### config.mk
export PLATFORM = sky130hd
export DESIGN_NAME = shift_arbiter
export DESIGN_NICKNAME = d
export VERILOG_FILES = /design/src/rtl/shift_arb_pkg.sv /design/src/rtl/shift_arbiter_shift_unit.sv /design/src/rtl/shift_arbiter.sv
export SDC_FILE = /design/constraint.sdc
export NUM_CORES = 1
export LEC_CHECK = 0
export ABC_AREA = 1
export BUFFER_PORTS_ARGS = -buffer_cell sky130_fd_sc_hd__buf_2
export CORE_MARGIN = 1
export CORE_UTILIZATION = 46
export DETAILED_ROUTE_END_ITERATION = 16
export HOLD_SLACK_MARGIN = 0.05
export PLACE_DENSITY = 0.88
export RECOVER_POWER = 25
export SLEW_MARGIN = 20
export SYNTH_ARGS = -nofsm -noshare
export SYNTH_HDL_FRONTEND = slang
export SYNTH_SLANG_ARGS = --single-unit
### constraint.sdc
create_clock -name clk -period 2.4 [get_ports clk]
set_input_delay 0.12 -clock clk [delete_from_list [all_inputs] [get_ports clk]]
set_output_delay 0.12 -clock clk [all_outputs]
set_load 0.02 [all_outputs]
### src/rtl/shift_arb_pkg.sv
// rtl/shift_arb_pkg.sv - shared types and constants for the shift arbiter
package shift_arb_pkg;

    typedef enum logic [1:0] {
        OP_SLL = 2'b00,
        OP_SRL = 2'b01,
        OP_SRA = 2'b10,
        OP_ROR = 2'b11
    } op_e;

    typedef enum logic {
        ST_IDLE = 1'b0,
        ST_BUSY = 1'b1
    } state_e;

    localparam int STAT_W = 16;

endpackage

### src/rtl/shift_arbiter_shift_unit.sv
// rtl/shift_arbiter_shift_unit.sv - combinational shifter: SLL, SRL, SRA, ROR
module shift_unit
    import shift_arb_pkg::*;
#(
    parameter int DATA_W = 8,
    parameter int AMT_W  = $clog2(DATA_W)
) (
    input  logic [DATA_W-1:0] i_data,
    input  logic [AMT_W-1:0]  i_amt,
    input  logic [1:0]        i_op,
    output logic [DATA_W-1:0] o_res
);

    logic [2*DATA_W-1:0] w_rot;

    // Rotating a doubled copy keeps amt=0 well defined without a DATA_W-wide shift.
    assign w_rot = {i_data, i_data} >> i_amt;

    always_comb begin
        o_res = i_data;
        case (op_e'(i_op))
            OP_SLL:  o_res = i_data << i_amt;
            OP_SRL:  o_res = i_data >> i_amt;
            OP_SRA:  o_res = DATA_W'($signed(i_data) >>> i_amt);
            OP_ROR:  o_res = w_rot[DATA_W-1:0];
            default: o_res = i_data;
        endcase
    end

endmodule

### src/rtl/shift_arbiter.sv
// rtl/shift_arbiter.sv - round-robin arbiter sharing one shift unit among N_REQ clients
// Optional per-requester grant counters with SHIFT_ARB_STATS_EN.
module shift_arbiter
    import shift_arb_pkg::*;
#(
    parameter int N_REQ  = 4,
    parameter int DATA_W = 8
) (
    input  logic                                 clk,
    input  logic                                 rst,
    input  logic [N_REQ-1:0]                     req_valid,
    input  logic [N_REQ*DATA_W-1:0]              req_data,
    input  logic [N_REQ*$clog2(DATA_W)-1:0]      req_amt,
    input  logic [N_REQ*2-1:0]                   req_op,
    output logic [N_REQ-1:0]                     req_ready,
    output logic                                 res_valid,
    output logic [DATA_W-1:0]                    res_data,
    output logic [$clog2(N_REQ)-1:0]             res_id,
    input  logic                                 res_ready
`ifdef SHIFT_ARB_STATS_EN
    ,
    output logic [N_REQ*STAT_W-1:0]              stat_grants
`endif
);

    localparam int AMT_W = $clog2(DATA_W);
    localparam int ID_W  = $clog2(N_REQ);

    state_e              r_state;
    logic [DATA_W-1:0]   r_res_data;
    logic [ID_W-1:0]     r_res_id;
    logic [ID_W-1:0]     r_ptr;

    logic                w_can_accept;
    logic                w_found;
    logic                w_accept;
    logic [ID_W-1:0]     w_win;
    logic [N_REQ-1:0]    w_grant;
    logic [DATA_W-1:0]   w_sel_data;
    logic [AMT_W-1:0]    w_sel_amt;
    logic [1:0]          w_sel_op;
    logic [DATA_W-1:0]   w_shift;

    // Distance d from the last winner picks the search order ptr+1 .. ptr+N_REQ.
    always_comb begin
        w_found = 1'b0;
        w_win   = '0;
        for (int d = 0; d < N_REQ; d++) begin
            for (int j = 0; j < N_REQ; j++) begin
                if (!w_found && req_valid[j] &&
                    (((int'(r_ptr) + 1 + d) % N_REQ) == j)) begin
                    w_found = 1'b1;
                    w_win   = ID_W'(j);
                end
            end
        end
    end

    assign w_can_accept = (r_state == ST_IDLE) | res_ready;
    assign w_accept     = !rst & w_can_accept & w_found;
    assign w_grant      = w_accept ? (N_REQ'(1) << w_win) : '0;
    assign req_ready    = w_grant;

    assign w_sel_data = req_data[w_win*DATA_W +: DATA_W];
    assign w_sel_amt  = req_amt[w_win*AMT_W +: AMT_W];
    assign w_sel_op   = req_op[w_win*2 +: 2];

    shift_unit #(
        .DATA_W (DATA_W),
        .AMT_W  (AMT_W)
    ) u_shift (
        .i_data (w_sel_data),
        .i_amt  (w_sel_amt),
        .i_op   (w_sel_op),
        .o_res  (w_shift)
    );

    always_ff @(posedge clk) begin
        if (rst) begin
            r_state    <= ST_IDLE;
            r_res_data <= '0;
            r_res_id   <= '0;
            r_ptr      <= ID_W'(N_REQ - 1);
        end else begin
            if (w_accept) begin
                r_res_data <= w_shift;
                r_res_id   <= w_win;
                r_ptr      <= w_win;
            end
            case (r_state)
                ST_IDLE: if (w_accept) r_state <= ST_BUSY;
                ST_BUSY: if (res_ready && !w_accept) r_state <= ST_IDLE;
                default: r_state <= ST_IDLE;
            endcase
        end
    end

    assign res_valid = (r_state == ST_BUSY);
    assign res_data  = r_res_data;
    assign res_id    = r_res_id;

`ifdef SHIFT_ARB_STATS_EN
    for (genvar g = 0; g < N_REQ; g++) begin : g_stat
        logic [STAT_W-1:0] r_cnt;

        always_ff @(posedge clk) begin
            if (rst) begin
                r_cnt <= '0;
            end else if (w_grant[g] && (r_cnt != {STAT_W{1'b1}})) begin
                r_cnt <= r_cnt + 1'b1;
            end
        end

        assign stat_grants[g*STAT_W +: STAT_W] = r_cnt;
    end
`endif

endmodule

==> results.yml, run 1 <==
worst_setup_path:
  critPathMostFrequentCell: "nand2_1"
  critical_path_class: "flip-flop to flip-flop"
  cp_top_family: "simple AND/OR/NAND/NOR gates"
  crit_path_max_fanout: 8
  r2r_slack_ns: -0.94
  slowest_stage: "dfxtp_4"
  crit_path_end_kind: "flip-flop"
  crit_required_ns: 2.59
  worstPathArrival_ns: 3.53
  critPathBufInv: 10
  start_kind: "flip-flop"
  critPathMaxStageDelay_ns: 0.40
sta:
  period_share_pct: 139
  fmax_ghz: 0.299
  tightestPinTransition_ns: 0.352
  clock-skew-final_ns: 0.00429
  period_needed_ns: 3.34
  rsz0062_at_grt: "true"
  finalWorstSetupSlack_ns: -0.941
  slew_headroom_pct: 76.4
  finalMaxSlewViolations: 0
  finalSetupViolCount: 16
  finalHoldViolations: 0
synthesis:
  ys_types: 31
  ys_ff_latch: 13
  async_flop_share_pct: 0
  ys.flop_type: "dfxtp_1"
  syn_nets: 461
  synth_area_sq_um: 2100
  synth_seq_area_share_pct: 12.4
  syn_area_per_cell_sq_um: 5.23
  syn_inst: 402
  ys.warnings.count: 0
  synth_enable_flop_cells: 0
place:
  portBuffers: 73
  dp_slack_ns: -0.564
  detailed_place_hpwl_microns: 5400
  placed_area_sq_um: 2840
  routabilityCongestion: 0.942
clock_network:
  cts_tree: "yes"
  numCtsBuffers: 3
  cts_sinks: 13
  clk_latency_ns: 0.24
  htree_levels: 1
  clk_pin_slew_ns: 0.06
  clk_path_buf_depth: 2
  cts-root-buf: "clkbuf_8"
final_layout:
  final_cell_area_sq_um: 3380
  syn_to_final_growth_pct: 61.0
  drive_gt1_share_pct: 39.8
  antennaDiodeCount: 0
  nNetsFinal: 593
routing:
  antenna_left: 0
  drtIter0Drc: 400
  viasPerCell: 5.77
  drc: 0
  vias: 3375
  firstDrtPassIters: 6
  routedWlPerCell_microns: 15.3
  wirelength_microns: 8970
floorplanning:
  die_w_microns: 69.6
  ioPinCount: 74
  rows: 24
  initial_core_util_pct: 47.9
  die_h_microns: 69.6
  core_region_area_sq_um: 4380
  dieArea_sq_um: 4840
global_routing:
  grt_pass1_wl_microns: 11700
  gr-usage-all-layers_pct: 28.8
  grt_pass1_vias: 2745
  grt-ovfl-total: 0
  grt_max_degree: 26
  antenna_found_initial: 0
worst_hold_path:
  hold_path.class: "primary input to flip-flop"
pwr:
  p_per_area_nw_per_um2: 866
  p_leak_nw: 1.87
  peakVddDrop_v: 0.000400
run:
  drv_cap: 0
run_status:
  run_status: "finished, violations left"
  violations: "negative setup slack"
[flip-flops by register name, indices dropped and copies added, names as in the netlist]
signal / cells
r_ptr: 2
res_id: 2
res_valid: 1
res_data: 8
[repair_timing]
item                       CTS  global route
gates resized for setup     25            61
pin swaps                    2            18
gates cloned                 0             2
hold buffers                 0             0
setup buffers                5            17
setup endpoints to repair   12            14
[synthesized netlist by cell type (4+ instances only)]
cell      number  area share [%]
o211ai_1       5             1.8
dfxtp_1       13              12
nor2_1        20             3.6
inv_1         59              11
buf_2          6             1.4
nor3_1         4            0.95
a21oi_1       15             3.6
nand3b_1       9             3.2
inv_2          5            0.89
nand3_1       82              20
nand2_2        6             1.8
o21ai_0        8             1.9
nand2_1      139              25
[metrics by stage]
step           hold slack [ns]  power (mW)  TNS (ns)  util [%]  cells
2_1_floorplan            0.189        1.59     -1.08         -    402
3_3_place_gp             0.356        2.17     -2.56      64.7    560
3_5_place_dp             0.362        2.19     -3.76      64.7    560
4_1_cts                  0.113        2.47     -3.90      68.6    569
5_1_grt                  0.113        3.10    -10.37      77.2    585
6_report                 0.108        2.93     -9.32      77.2    585
[worst reg2reg max path, delay by kind of cell (launching register included)]
| kind | cells | cell delay (ns) |
|---|---|---|
| buffers and inverters | 10 | 1.18 |
| DFF | 1 | 0.40 |
| muxes | 1 | 0.10 |
| and+or+nand+nor | 12 | 1.22 |
| AOI/OAI and AO/OA | 3 | 0.39 |
[power breakdown]
part	total (mW)	internal (mW)	switching, mW
Combinational	2.43	0.969	1.46
Clock	0.199	0.117	0.0815
Sequential	0.307	0.269	0.0388
[metal layers]
metal | wire, microns | GRT usage, % | vias to the layer above
li1 | - | - | 1546
met1 | 3260 | 34.2 | 1479
met2 | 4470 | 54.6 | 291
met3 | 808 | 1.60 | 59
met4 | 432 | 9.07 | 0
met5 | 0 | 0 | -
[cell type report]
class                      count  area (sq um)
multi-input combinational    310          1760
fill                         290          1000
timing repair buffer         139           981
sequential                    13           268
inverter                      66           254
tap                           52          65.1
clock buffer                   4          45.0
timing repair inverter         1          7.51
[placed cells by master (no fill, tap or decap), types with 2 or more instances in the layout]
cell / count
clkbuf_8: 3
nand2_2: 19
dfxtp_4: 2
nand3b_1: 9
nand2_8: 2
nor3_4: 2
buf_8: 2
inv_2: 6
nand2_1: 121
clkbuf_1: 4
buf_6: 15
inv_4: 2
buf_2: 66
a21oi_1: 11
buf_12: 2
o21ai_4: 2
inv_1: 56
dfxtp_1: 11
nand3_2: 9
nor2_2: 4
o21ai_0: 5
o21ai_1: 6
nor2_1: 12
nor3_1: 3
a21oi_2: 3
buf_4: 50
nand2_4: 5
nor2_4: 9
nand4_4: 3
nand3_1: 74
o211ai_1: 5
[final timing paths]
path / start / to / depth (start not counted)
max reg2reg: r_ptr[0] / res_data[7] / 26
max: r_ptr[0] / res_data[7] / 26
min reg2reg: res_data[6] / res_data[6] / 2
min: rst / res_data[6] / 2
[cells by family after synthesis]
family                 synth area share [%]
and+or+nand+nor                        61.1
buffers and inverters                  15.9
AOI/OAI and AO/OA                      9.52
DFF                                    12.4
muxes                                  1.07
(Power assumes the default switching activity.)
==> run 2: changes to the inputs <==
- CORE_MARGIN: 1 -> 5
==> run 2 against run 1 <==
The flow still finishes with violations (negative setup slack); critical path depth fell by 3; worst setup slack improved by 0.36 ns; final area rose by 0.41%; via count fell by 8.6%; routed wire length fell by 11%; critical path type unchanged; highest routed layer unchanged.
==> results.yml, run 2 (synthesis results as in run 1) <==
run_status:
  run_status: "finished, violations left"
  violations: "negative setup slack"
place:
  dp_slack_ns: -0.543
  portBuffers: 73
  routabilityCongestion: 0.935
  dp_cells: 560
  detailed_place_hpwl_microns: 5510
  placed_area_sq_um: 2860
final_layout:
  syn_to_final_growth_pct: 61.7
  stdcell_count: 577
  multiInputGateArea_sq_um: 1830
  filler_cell_count: 334
  finish.utilization_pct: 77.5
  layout_common_cells: "113 x nand2_1, 71 x nand3_1, 65 x buf_2, 56 x inv_1, 45 x buf_4"
  antennaDiodeCount: 0
  nNetsFinal: 585
  final_common_cell: "nand2_1"
  largest_reg_flops: 8
  register_area_sq_um: 268
  drive_gt1_share_pct: 41.0
  final_cell_area_sq_um: 3400
routing:
  viasPerCell: 5.35
  routedWlPerCell_microns: 13.8
  vias: 3086
  drtIter0Drc: 200
  wirelength_microns: 7990
  antenna_left: 0
  firstDrtPassIters: 5
  drc: 0
sta:
  period_share_pct: 124
  slew_headroom_pct: 66.5
  finalWorstSetupSlack_ns: -0.579
  period_needed_ns: 2.98
  rsz0062_at_grt: "true"
  hold_slack_ns: 0.141
  tightestPinTransition_ns: 0.501
  finalHoldViolations: 0
  finalMaxSlewViolations: 0
  finalSetupTns_ns: -4.89
  fmax_ghz: 0.336
  finalSetupViolCount: 12
  clock-skew-final_ns: 0.00432
global_routing:
  antenna_found_initial: 0
  use_met1_pct: 27.8
  grt-ovfl-total: 0
  use_met3_pct: 3.13
  grt_pass1_wl_microns: 11600
  grt_pass1_vias: 2751
  grt-busiest-layer: "met2"
  use_met2_pct: 39.6
  gr-usage-all-layers_pct: 22.1
  grt_max_degree: 26
clock_network:
  holdBufCountCts: 0
  cts_sinks: 13
  clk_path_buf_depth: 2
  clk_latency_ns: 0.24
  numCtsBuffers: 3
  clk_pin_slew_ns: 0.06
  cts-root-buf: "clkbuf_8"
  htree_levels: 1
  cts_tree: "yes"
pwr:
  p_seq_share_pct: 10.4
  p_per_area_nw_per_um2: 864
  p_total_mw: 2.94
  power.switching_mw: 1.55
  netSwitchingFraction_pct: 53.0
  intPower_mw: 1.38
  peakVddDrop_v: 0.000430
  p_leak_nw: 1.85
  clockPowerShare_pct: 6.6
  p_comb_share_pct: 83.0
worst_setup_path:
  crit_required_ns: 2.54
  start_kind: "flip-flop"
  worstPathArrival_ns: 3.11
  critical_path_class: "flip-flop to flip-flop"
  reg2regPathDepth: 23
  crit_path_end_kind: "flip-flop"
  crit_path_max_fanout: 7
worst_hold_path:
  hold_depth: 2
  hold_path.class: "primary input to flip-flop"
floorplanning:
  ioPinCount: 74
  die_h_microns: 77.6
  rows: 24
  initial_core_util_pct: 47.9
  core_region_area_sq_um: 4380
  dieArea_sq_um: 6020
  die_w_microns: 77.6
run:
  drv_cap: 0
==> run 2: repair_timing <==
item,CTS,global route
setup buffers,4,6
cloned,0,3
resized for setup,21,74
pin swaps,3,13
setup endpoints to repair,14,15
==> run 2: power groups by stage <==
stage / sequential [mW] / combinational, mW / clock (mW)
6_report: 0.306 / 2.44 / 0.194
2_1_floorplan: 0.359 / 1.23 / 0
5_1_grt: 0.313 / 2.64 / 0.208
3_5_place_dp: 0.303 / 1.91 / 0
3_3_place_gp: 0.301 / 1.90 / 0
4_1_cts: 0.299 / 2.02 / 0.200
==> run 2: area by class of cell <==
cell class / count / area share [%]
Multi-Input combinational cell: 312 / 53.8
Inverter: 66 / 7.81
Clock buffer: 4 / 1.33
Sequential cell: 13 / 7.88
Tap cell: 52 / 1.91
Timing Repair Buffer: 130 / 27.3
==> run 2: path summary, 6_finish.rpt <==
path               start     endpoint  slack [ns]
max             r_ptr[0]  res_data[7]       -0.58
min                  rst    res_valid        0.14
max reg2reg     r_ptr[0]  res_data[7]       -0.58
min reg2reg  res_data[6]  res_data[6]        0.47
==> run 2: per-layer routing <==
| metal | routed length, microns | part of all wire [%] |
|---|---|---|
| met4 | 151 | 1.9 |
| met1 | 3120 | 39 |
| met5 | 0 | 0 |
| met2 | 4120 | 52 |
| met3 | 597 | 7.5 |
==> run 2: critical path, cell delays in order (launching register included) <==
cell	delay, ns
dfxtp_4	0.41
inv_4	0.05
nand3_4	0.07
nand2_4	0.07
nor2_4	0.15
nand4_4	0.12
nor2_4	0.12
nand4_4	0.10
nor3_4	0.21
nand4_4	0.15
buf_12	0.17
nand2_8	0.08
buf_4	0.13
nand2_1	0.07
nand3_2	0.11
nand2_4	0.08
nand2_1	0.09
nand2_1	0.09
o21ai_1	0.23
o21ai_0	0.11
nand2_1	0.07
nand2_1	0.06
nand2_1	0.07
nand2_1	0.04
